$ cat config.mk
export PLATFORM = sky130hd
export DESIGN_NAME = if_stage_fq
export DESIGN_NICKNAME = d
export VERILOG_FILES = /design/src/rtl/if_stage_fq.sv
export SDC_FILE = /design/constraint.sdc
export NUM_CORES = 1
export LEC_CHECK = 0
export ABC_AREA = 1
export CORE_UTILIZATION = 50
export CTS_CLUSTER_SIZE = 25
export DETAILED_ROUTE_END_ITERATION = 8
export GPL_TIMING_DRIVEN = 0
export PLACE_DENSITY = 0.76
export SYNTH_ARGS = -nofsm -noshare
export SYNTH_HDL_FRONTEND = slang
export SYNTH_SLANG_ARGS = --single-unit
export TNS_END_PERCENT = 100
$ cat constraint.sdc
create_clock -name clk -period 3.5 [get_ports clk]
set_input_delay 0.7 -clock clk [delete_from_list [all_inputs] [get_ports clk]]
set_output_delay 0.7 -clock clk [all_outputs]
set_load 0.01 [all_outputs]
$ cat src/rtl/if_stage_fq.sv
`default_nettype none
// ============================================================================
// Module   : if_stage_fq
// Brief    : Fetch stage with a DEPTH-entry fetch queue feeding decode.
//            Optional macro IF_ADEF_EN: misaligned fetch PCs raise fs_adef.
// Revision : 1.0  initial release
// ============================================================================
module if_stage_fq #(
  parameter logic [31:0] RESET_PC = 32'h1c000000,
  parameter int          DEPTH    = 4,
  parameter int          CNT_W    = $clog2(DEPTH) + 1
) (
  input  logic             clk,
  input  logic             resetn,
  input  logic             br_taken,
  input  logic [31:0]      br_target,
  output logic             inst_sram_en,
  output logic [3:0]       inst_sram_we,
  output logic [31:0]      inst_sram_addr,
  output logic [31:0]      inst_sram_wdata,
  input  logic [31:0]      inst_sram_rdata,
  input  logic             ds_allowin,
  output logic             fs_to_ds_valid,
  output logic [63:0]      fs_to_ds_bus,
  output logic             fs_adef,
  output logic [CNT_W-1:0] fs_q_count
);

  localparam int             PTR_W   = $clog2(DEPTH);
  localparam logic [CNT_W:0] c_depth = (CNT_W + 1)'(DEPTH);

  logic [31:0]      r_fetch_pc;
  logic [31:0]      r_req_pc;
  logic             r_inflight;
  logic [PTR_W-1:0] r_head;
  logic [PTR_W-1:0] r_tail;
  logic [CNT_W-1:0] r_count;
  logic [63:0]      r_last_bus;
  logic [31:0]      r_q_inst [DEPTH];
  logic [31:0]      r_q_pc   [DEPTH];

  logic             w_valid;
  logic             w_pop;
  logic             w_push_resp;
  logic             w_adef_push;
  logic             w_push;
  logic             w_misalign;
  logic             w_halted;
  logic             w_issue;
  logic [CNT_W:0]   w_credit;
  logic [CNT_W:0]   w_after_pop;
  logic [63:0]      w_head_bus;

  assign w_valid     = (r_count != '0);
  assign w_pop       = w_valid & ds_allowin & ~br_taken;
  assign w_push_resp = r_inflight & ~br_taken;
  assign w_after_pop = {1'b0, r_count} - {{CNT_W{1'b0}}, w_pop};
  // Credit includes the outstanding request so its response always has a slot.
  assign w_credit    = w_after_pop + {{CNT_W{1'b0}}, r_inflight};

`ifdef IF_ADEF_EN
  logic r_halted;
  logic r_q_adef [DEPTH];

  assign w_misalign  = (r_fetch_pc[1:0] != 2'b00);
  assign w_halted    = r_halted;
  // Waits for the in-flight response so queue order stays in PC order.
  assign w_adef_push = w_misalign & ~r_halted & ~br_taken & ~r_inflight &
                       (w_after_pop < c_depth);

  always_ff @(posedge clk or negedge resetn) begin
    if (!resetn) begin
      r_halted <= 1'b0;
    end else if (br_taken) begin
      r_halted <= 1'b0;
    end else if (w_adef_push) begin
      r_halted <= 1'b1;
    end
  end

  always_ff @(posedge clk) begin
    if (w_push) begin
      r_q_adef[r_tail] <= w_adef_push;
    end
  end

  assign fs_adef = w_valid & r_q_adef[r_head];
`else
  assign w_misalign  = 1'b0;
  assign w_halted    = 1'b0;
  assign w_adef_push = 1'b0;
  assign fs_adef     = 1'b0;
`endif

  assign w_push  = w_push_resp | w_adef_push;
  assign w_issue = resetn & ~br_taken & ~w_halted & ~w_misalign & (w_credit < c_depth);

  always_ff @(posedge clk) begin
    if (w_push) begin
      r_q_inst[r_tail] <= w_adef_push ? 32'h0 : inst_sram_rdata;
      r_q_pc[r_tail]   <= w_adef_push ? r_fetch_pc : r_req_pc;
    end
  end

  assign w_head_bus = {r_q_inst[r_head], r_q_pc[r_head]};

  always_ff @(posedge clk or negedge resetn) begin
    if (!resetn) begin
      r_fetch_pc <= RESET_PC;
      r_req_pc   <= RESET_PC;
      r_inflight <= 1'b0;
      r_head     <= '0;
      r_tail     <= '0;
      r_count    <= '0;
      r_last_bus <= '0;
    end else if (br_taken) begin
      r_fetch_pc <= br_target;
      r_inflight <= 1'b0;
      r_head     <= '0;
      r_tail     <= '0;
      r_count    <= '0;
    end else begin
      if (w_issue) begin
        r_fetch_pc <= r_fetch_pc + 32'd4;
        r_req_pc   <= r_fetch_pc;
      end
      r_inflight <= w_issue;
      if (w_push) begin
        r_tail <= r_tail + PTR_W'(1);
      end
      if (w_pop) begin
        r_head     <= r_head + PTR_W'(1);
        r_last_bus <= w_head_bus;
      end
      r_count <= r_count + CNT_W'(w_push) - CNT_W'(w_pop);
    end
  end

  assign inst_sram_en    = w_issue;
  assign inst_sram_we    = 4'h0;
  assign inst_sram_addr  = r_fetch_pc;
  assign inst_sram_wdata = 32'h0;
  assign fs_to_ds_valid  = w_valid;
  assign fs_to_ds_bus    = w_valid ? w_head_bus : r_last_bus;
  assign fs_q_count      = r_count;

endmodule
`default_nettype wire

Yosys cells after proc, flatten, opt, wreduce, memory -nomap -nowiden:

Memories as Yosys holds them, arrays and structs flattened.
Index checks and enable logic that the tools add are counted.

* bits in registers: 136
* output and inout port bits: 138
* logic and storage cells: 40
* bits in writable memories: 256
* bits of input ports: 68
* memories: 2

* muxes and demuxes: 11
* magnitude comparators: 1
* reductions and logical operators: 6
* bitwise operators: 6
* add/subtract/negate cells: 7

Memory list
* r_q_inst: words 4, bits a word 32, rd ports 1, clocked after memory_dff 0, wr ports 1, RTL line 39 `logic [31:0] r_q_inst [DEPTH];`
* r_q_pc: words 4, bits a word 32, rd ports 1, clocked after memory_dff 0, wr ports 1, RTL line 40 `logic [31:0] r_q_pc [DEPTH];`

Operator list (count)
* 2-to-1 mux 32 bit: 2
* 2-to-1 mux 64 bit: 1
* adder 32 x 3 -> 32 bit (second input constant): 1
* 2-to-1 mux 2 bit: 4
* nonzero test 2 bit: 3
* bitwise AND 1 bit: 5
* adder 2 x 1 -> 2 bit (second input constant): 2
* adder 4 x 1 -> 4 bit: 1
* < comparator 4 x 3 -> 1 bit (second input constant): 1
* AND reduction 2 bit: 2
* subtractor 3 x 1 -> 4 bit: 1
* adder 3 x 1 -> 3 bit: 1
* 2-to-1 mux 1 bit: 3
* 2-to-1 mux 3 bit: 1
* nonzero test 3 bit: 1
* subtractor 3 x 1 -> 3 bit: 1
* NOT 1 bit: 1

Longest topological paths before layout:

* depth after elaboration: 9
* mapped depth: 16

Worst setup path after synthesis:

Ideal clock, no wire load.

* path type: input port to flip-flop
* from: input br_taken
* to: memory r_q_inst[0][0] (enable)
* library setup time: 0.487 ns
* path slack: -1.070 ns
* data required time: 3.013 ns
* cell stages on the path: 5
* data arrival time: 4.084 ns
* buffers on the path: 2
* cell sequence: buf_4 inv_2 clkbuf_1 nand2_1 nor2_1

* longest elaborated chain between the ends: 4

RTL lines
* from (decl): RTL line 15 `input logic br_taken,`
* NOT 1 bit (no source line)
* bitwise AND 1 bit: RTL line 56 `assign w_push_resp = r_inflight & ~br_taken;`
* 2-to-1 mux 1 bit: RTL line 99 `if (w_push) begin`
* 2-to-1 mux 1 bit: RTL line 100 `r_q_inst[r_tail] <= w_adef_push ? 32'h0 : inst_sram_rdata;`
* to (decl): RTL line 39

No other way between the ends.

Worst setup path after layout:

* from: register r_head[0]
* to: output fs_to_ds_bus[26]

* longest elaborated chain between the ends: 2

RTL lines
* from (decl): RTL line 35 `logic [PTR_W-1:0] r_head;`
* from (signal assigned): RTL line 132 `r_head <= r_head + PTR_W'(1);`
* memory (4 x 32 bit)
* 2-to-1 mux 64 bit: RTL line 144 `assign fs_to_ds_bus = w_valid ? w_head_bus : r_last_bus;`
* to (decl): RTL line 24 `output logic [63:0] fs_to_ds_bus,`

No other way between the ends.

==> impl_metrics.env <==
export IMPL_critical_path_class="reg -> out"
export IMPL_grt_pass1_wl_um=65400
export IMPL_cp_max_fo=10
export IMPL_grtUsageMet3_pct=4.01
export IMPL_multi_input_area_um2=4960
export IMPL_critPathCaptureType="output pin"
export IMPL_root_buffer="clkbuf_16"
export IMPL_routed_wl_um=43400
export IMPL_synth_top_cell_by_area="edfxtp_1"
export IMPL_p_total_mw=17.1
export IMPL_grt_setup_unrepaired="yes"
export IMPL_period_share_pct=97.3
export IMPL_clock_latency_ns=0.54
export IMPL_clkPwrFrac_pct=23.8
export IMPL_pwr_share_comb_pct=37.6
export IMPL_required_ns=2.80
export IMPL_dieArea_um2=34600
export IMPL_start_kind="register"
export IMPL_cp_arrival_ns=2.71
export IMPL_clockBufferDepth=3
export IMPL_critPathBufInv=5
export IMPL_grt_pass1_vias=12400
export IMPL_fmax_ghz=0.294
export IMPL_numPortBuffers=167
export IMPL_cts_buffers=41
export IMPL_synth_top_area_share_pct=45.4
export IMPL_max_stage_delay_ns=0.57
export IMPL_crit_family="buffers and inverters"
export IMPL_crit_chain="clkbuf_4, inv_1, buf_6, buf_4, nor2_1, o22ai_2, nand2_1, o21ai_0, clkdlybuf4s50_1"
export IMPL_ff_latch_area_um2=11100
export IMPL_synth_ff_type="edfxtp_1"
export IMPL_maxCapViolations=0
export IMPL_fillers=2599
export IMPL_slew_viol_final=0
export IMPL_seqPwrFrac_pct=38.6
export IMPL_overflow=0
export IMPL_use_met2_pct=41.8
export IMPL_post_drt_wl_per_cell_um=18.4
export IMPL_antenna_found_initial=1
export IMPL_gp_congestion=0.900
export IMPL_seq_area_frac_synth_pct=65.6
export IMPL_synthArstFlopShare_pct=34.7
export IMPL_whs_ns=0.0975
export IMPL_syn_avg_cell_area_um2=10.4
export IMPL_track_usage_pct=25.0
export IMPL_drcViolationCount=0
export IMPL_hold_violations=0
export IMPL_drtPass1Iterations=5
export IMPL_syn_to_final_growth_pct=24.9
export IMPL_via_per_inst=5.47
export IMPL_slew_limit_headroom_pct=46.1
export IMPL_tightest_slew_ns=0.807
export IMPL_p_int_mw=10.9
export IMPL_swShare_pct=36.0
export IMPL_ys_seq_elements=392
export IMPL_post_route_util_pct=63.2
export IMPL_grt_max_degree=93
export IMPL_cts_hold_buf=0
export IMPL_synth_area_leaders="edfxtp_1 45%, dfrtp_1 19%, o21ai_0 8.1%"
export IMPL_cts_tree="built"
export IMPL_grt_busiest_layer="met2"
export IMPL_htreeDepth=2
export IMPL_initial_core_util_pct=50.6
export IMPL_pin_count=206
export IMPL_synth_area_um2=16900
export IMPL_cts_sinks=392
export IMPL_die_x_um=186
export IMPL_setup_violations=0
export IMPL_use_met1_pct=33.1
export IMPL_skew_ns=0.0195
export IMPL_core_area_um2=33400
export IMPL_ys_warn_count=0
export IMPL_hold_path_class="in -> async"
export IMPL_cts_clk_slew_worst_paths_ns=0.06
export IMPL_yosys_cell_types_count=36
export IMPL_synth_edf_count=256
export IMPL_status="finished clean"
export IMPL_postRouteAntennaNets=0
export IMPL_drtIter0Drc=1070
export IMPL_vias=12900
export IMPL_hpwl_um=29000
export IMPL_synthCells=1628
export IMPL_final_nets=1963
export IMPL_die_h_um=186
export IMPL_power_leakage_nw=8.84
export IMPL_slowest_stage="clkdlybuf4s50_1"
export IMPL_fp_row_count=67
export IMPL_layout_drive_gt1_share_pct=11.7
export IMPL_powerDensity_nw_per_um2=808
export IMPL_irDropWorstVdd_uv=403
export IMPL_switching_power_mw=6.15
export IMPL_layout_min_cycle_time_ns=3.41
[flip-flops by register name, indices dropped and copies added, names as in the netlist]
| register | flops |
|---|---|
| fs_q_count | 3 |
| r_inflight | 1 |
| r_q_pc | 128 |
| r_req_pc | 32 |
| r_last_bus | 64 |
| inst_sram_addr | 32 |
| r_q_inst | 128 |
| r_head | 2 |
| r_tail | 2 |
[synth_stat cells (3+ instances only)]
cell type	count
edfxtp_1	256
ha_1	8
nand2_1	340
inv_2	4
nand3_1	45
o21ai_0	275
buf_2	5
nand2_2	3
buf_6	9
clkbuf_1	73
buf_4	38
xor2_1	22
dfrtp_1	130
o22ai_1	64
nor2_1	154
o21ai_1	12
dfstp_2	6
nand4_1	9
inv_1	117
nor3_1	15
buf_1	6
o21ai_2	18
[cell type report]
type	count	share of cell area [%]
antenna	1	0.0118
clock buffer	48	5.02
buffer	131	3.89
inverter	121	2.15
timing repair buffer	179	9.46
clock inverter	26	0.864
multi-input combinational	1020	23.5
sequential	392	52.5
tap	448	2.65
[placed cells by master, fill, tap and decap left out, types with 8 or more instances in the layout]
master	count
nand2_1	340
o21ai_0	268
edfxtp_1	256
nor2_1	149
dfrtp_1	128
inv_1	117
clkdlybuf4s50_1	111
buf_4	47
o22ai_1	46
nand3_1	45
dlymetal6s2s_1	45
clkbuf_1	43
clkbuf_16	41
conb_1	37
clkbuf_2	24
xor2_1	22
o21ai_1	19
o22ai_2	18
o21ai_2	18
buf_6	15
nor3_1	15
clkinv_1	11
nand4_1	9
clkinv_2	9
dlygate4sd2_1	9
ha_1	8
[path summary, 6_finish.rpt]
kind	start	endpoint	slack [ns]	cells past startpoint
worst max register to register	fs_q_count[1]	r_last_bus[0]	1.16	8
worst max-delay path	r_head[0]	fs_to_ds_bus[26]	0.09	9
worst min-delay path	resetn	r_last_bus[58]	0.1	1
worst min register to register	r_req_pc[13]	r_q_pc[3][13]	0.51	0
max in group asynchronous	resetn	fs_q_count[0]	2.51	2
min in group clk	r_req_pc[13]	r_q_pc[3][13]	0.51	0
[through the flow]
| stage | TNS [ns] | instances | setup slack [ns] | cell area [um^2] |
|---|---|---|---|---|
| global route | -0.0864 | 2365 | -0.0369 | 21100 |
| detailed placement | -0.294 | 2288 | -0.294 | 19500 |
| floorplan | -12.31 | 1664 | -0.0481 | 17100 |
| finish | 0 | 2366 | 0.0941 | 21100 |
| CTS | -0.527 | 2362 | -0.0909 | 20900 |
| global placement | -1221.59 | 2279 | -4.63 | 19300 |
[logic make-up (layout without fill, tap and decap cells)]
kind of cell               Yosys count  count (layout)  share of synthesized area, %
DFF                                392             392                          65.6
AOI/OAI and AO/OA                  373             373                          11.9
adders and majority gates            9               9                         0.710
buffers and inverters              252             505                          6.87
xor gates and xnor gates            23              23                          1.19
and+or+nand+nor                    578             578                          13.7
other                                1              38                        0.0222
[timing repair]
action | 4_1_cts | 5_1_grt
setup buffers | 0 | 3
hold endpoints to repair | 0 | 0
setup endpoints to repair | 65 | 57
resized for setup | 67 | 102
pin swaps | 5 | 21
gates cloned | 0 | 0
[per-layer routing]
layer | up-vias | wire length (um)
li1 | 5995 | -
met1 | 6252 | 17800
met2 | 610 | 21000
met3 | 89 | 3420
met4 | 0 | 1130
met5 | - | 0
[worst register-to-register path, cell delays in order (launching register included)]
cell and delay, ns:
dfrtp_2 0.42, nor2_4 0.06, nand2_4 0.09, nand3_1 0.10, inv_1 0.19, clkbuf_1 0.62
clkbuf_1 0.52, nand2_1 0.15, o21ai_0 0.12
[power by group through the flow]
stage	registers, mW	logic [mW]	clock network [mW]
final	6.59	6.43	4.06
after global routing	6.68	7.07	4.30
after CTS	6.57	6.43	4.11
after detailed placement	6.64	6.35	0
after global placement	6.62	6.20	0
after floorplan	6.50	3.31	0
Note: power is estimated with default switching activity, not from simulation.
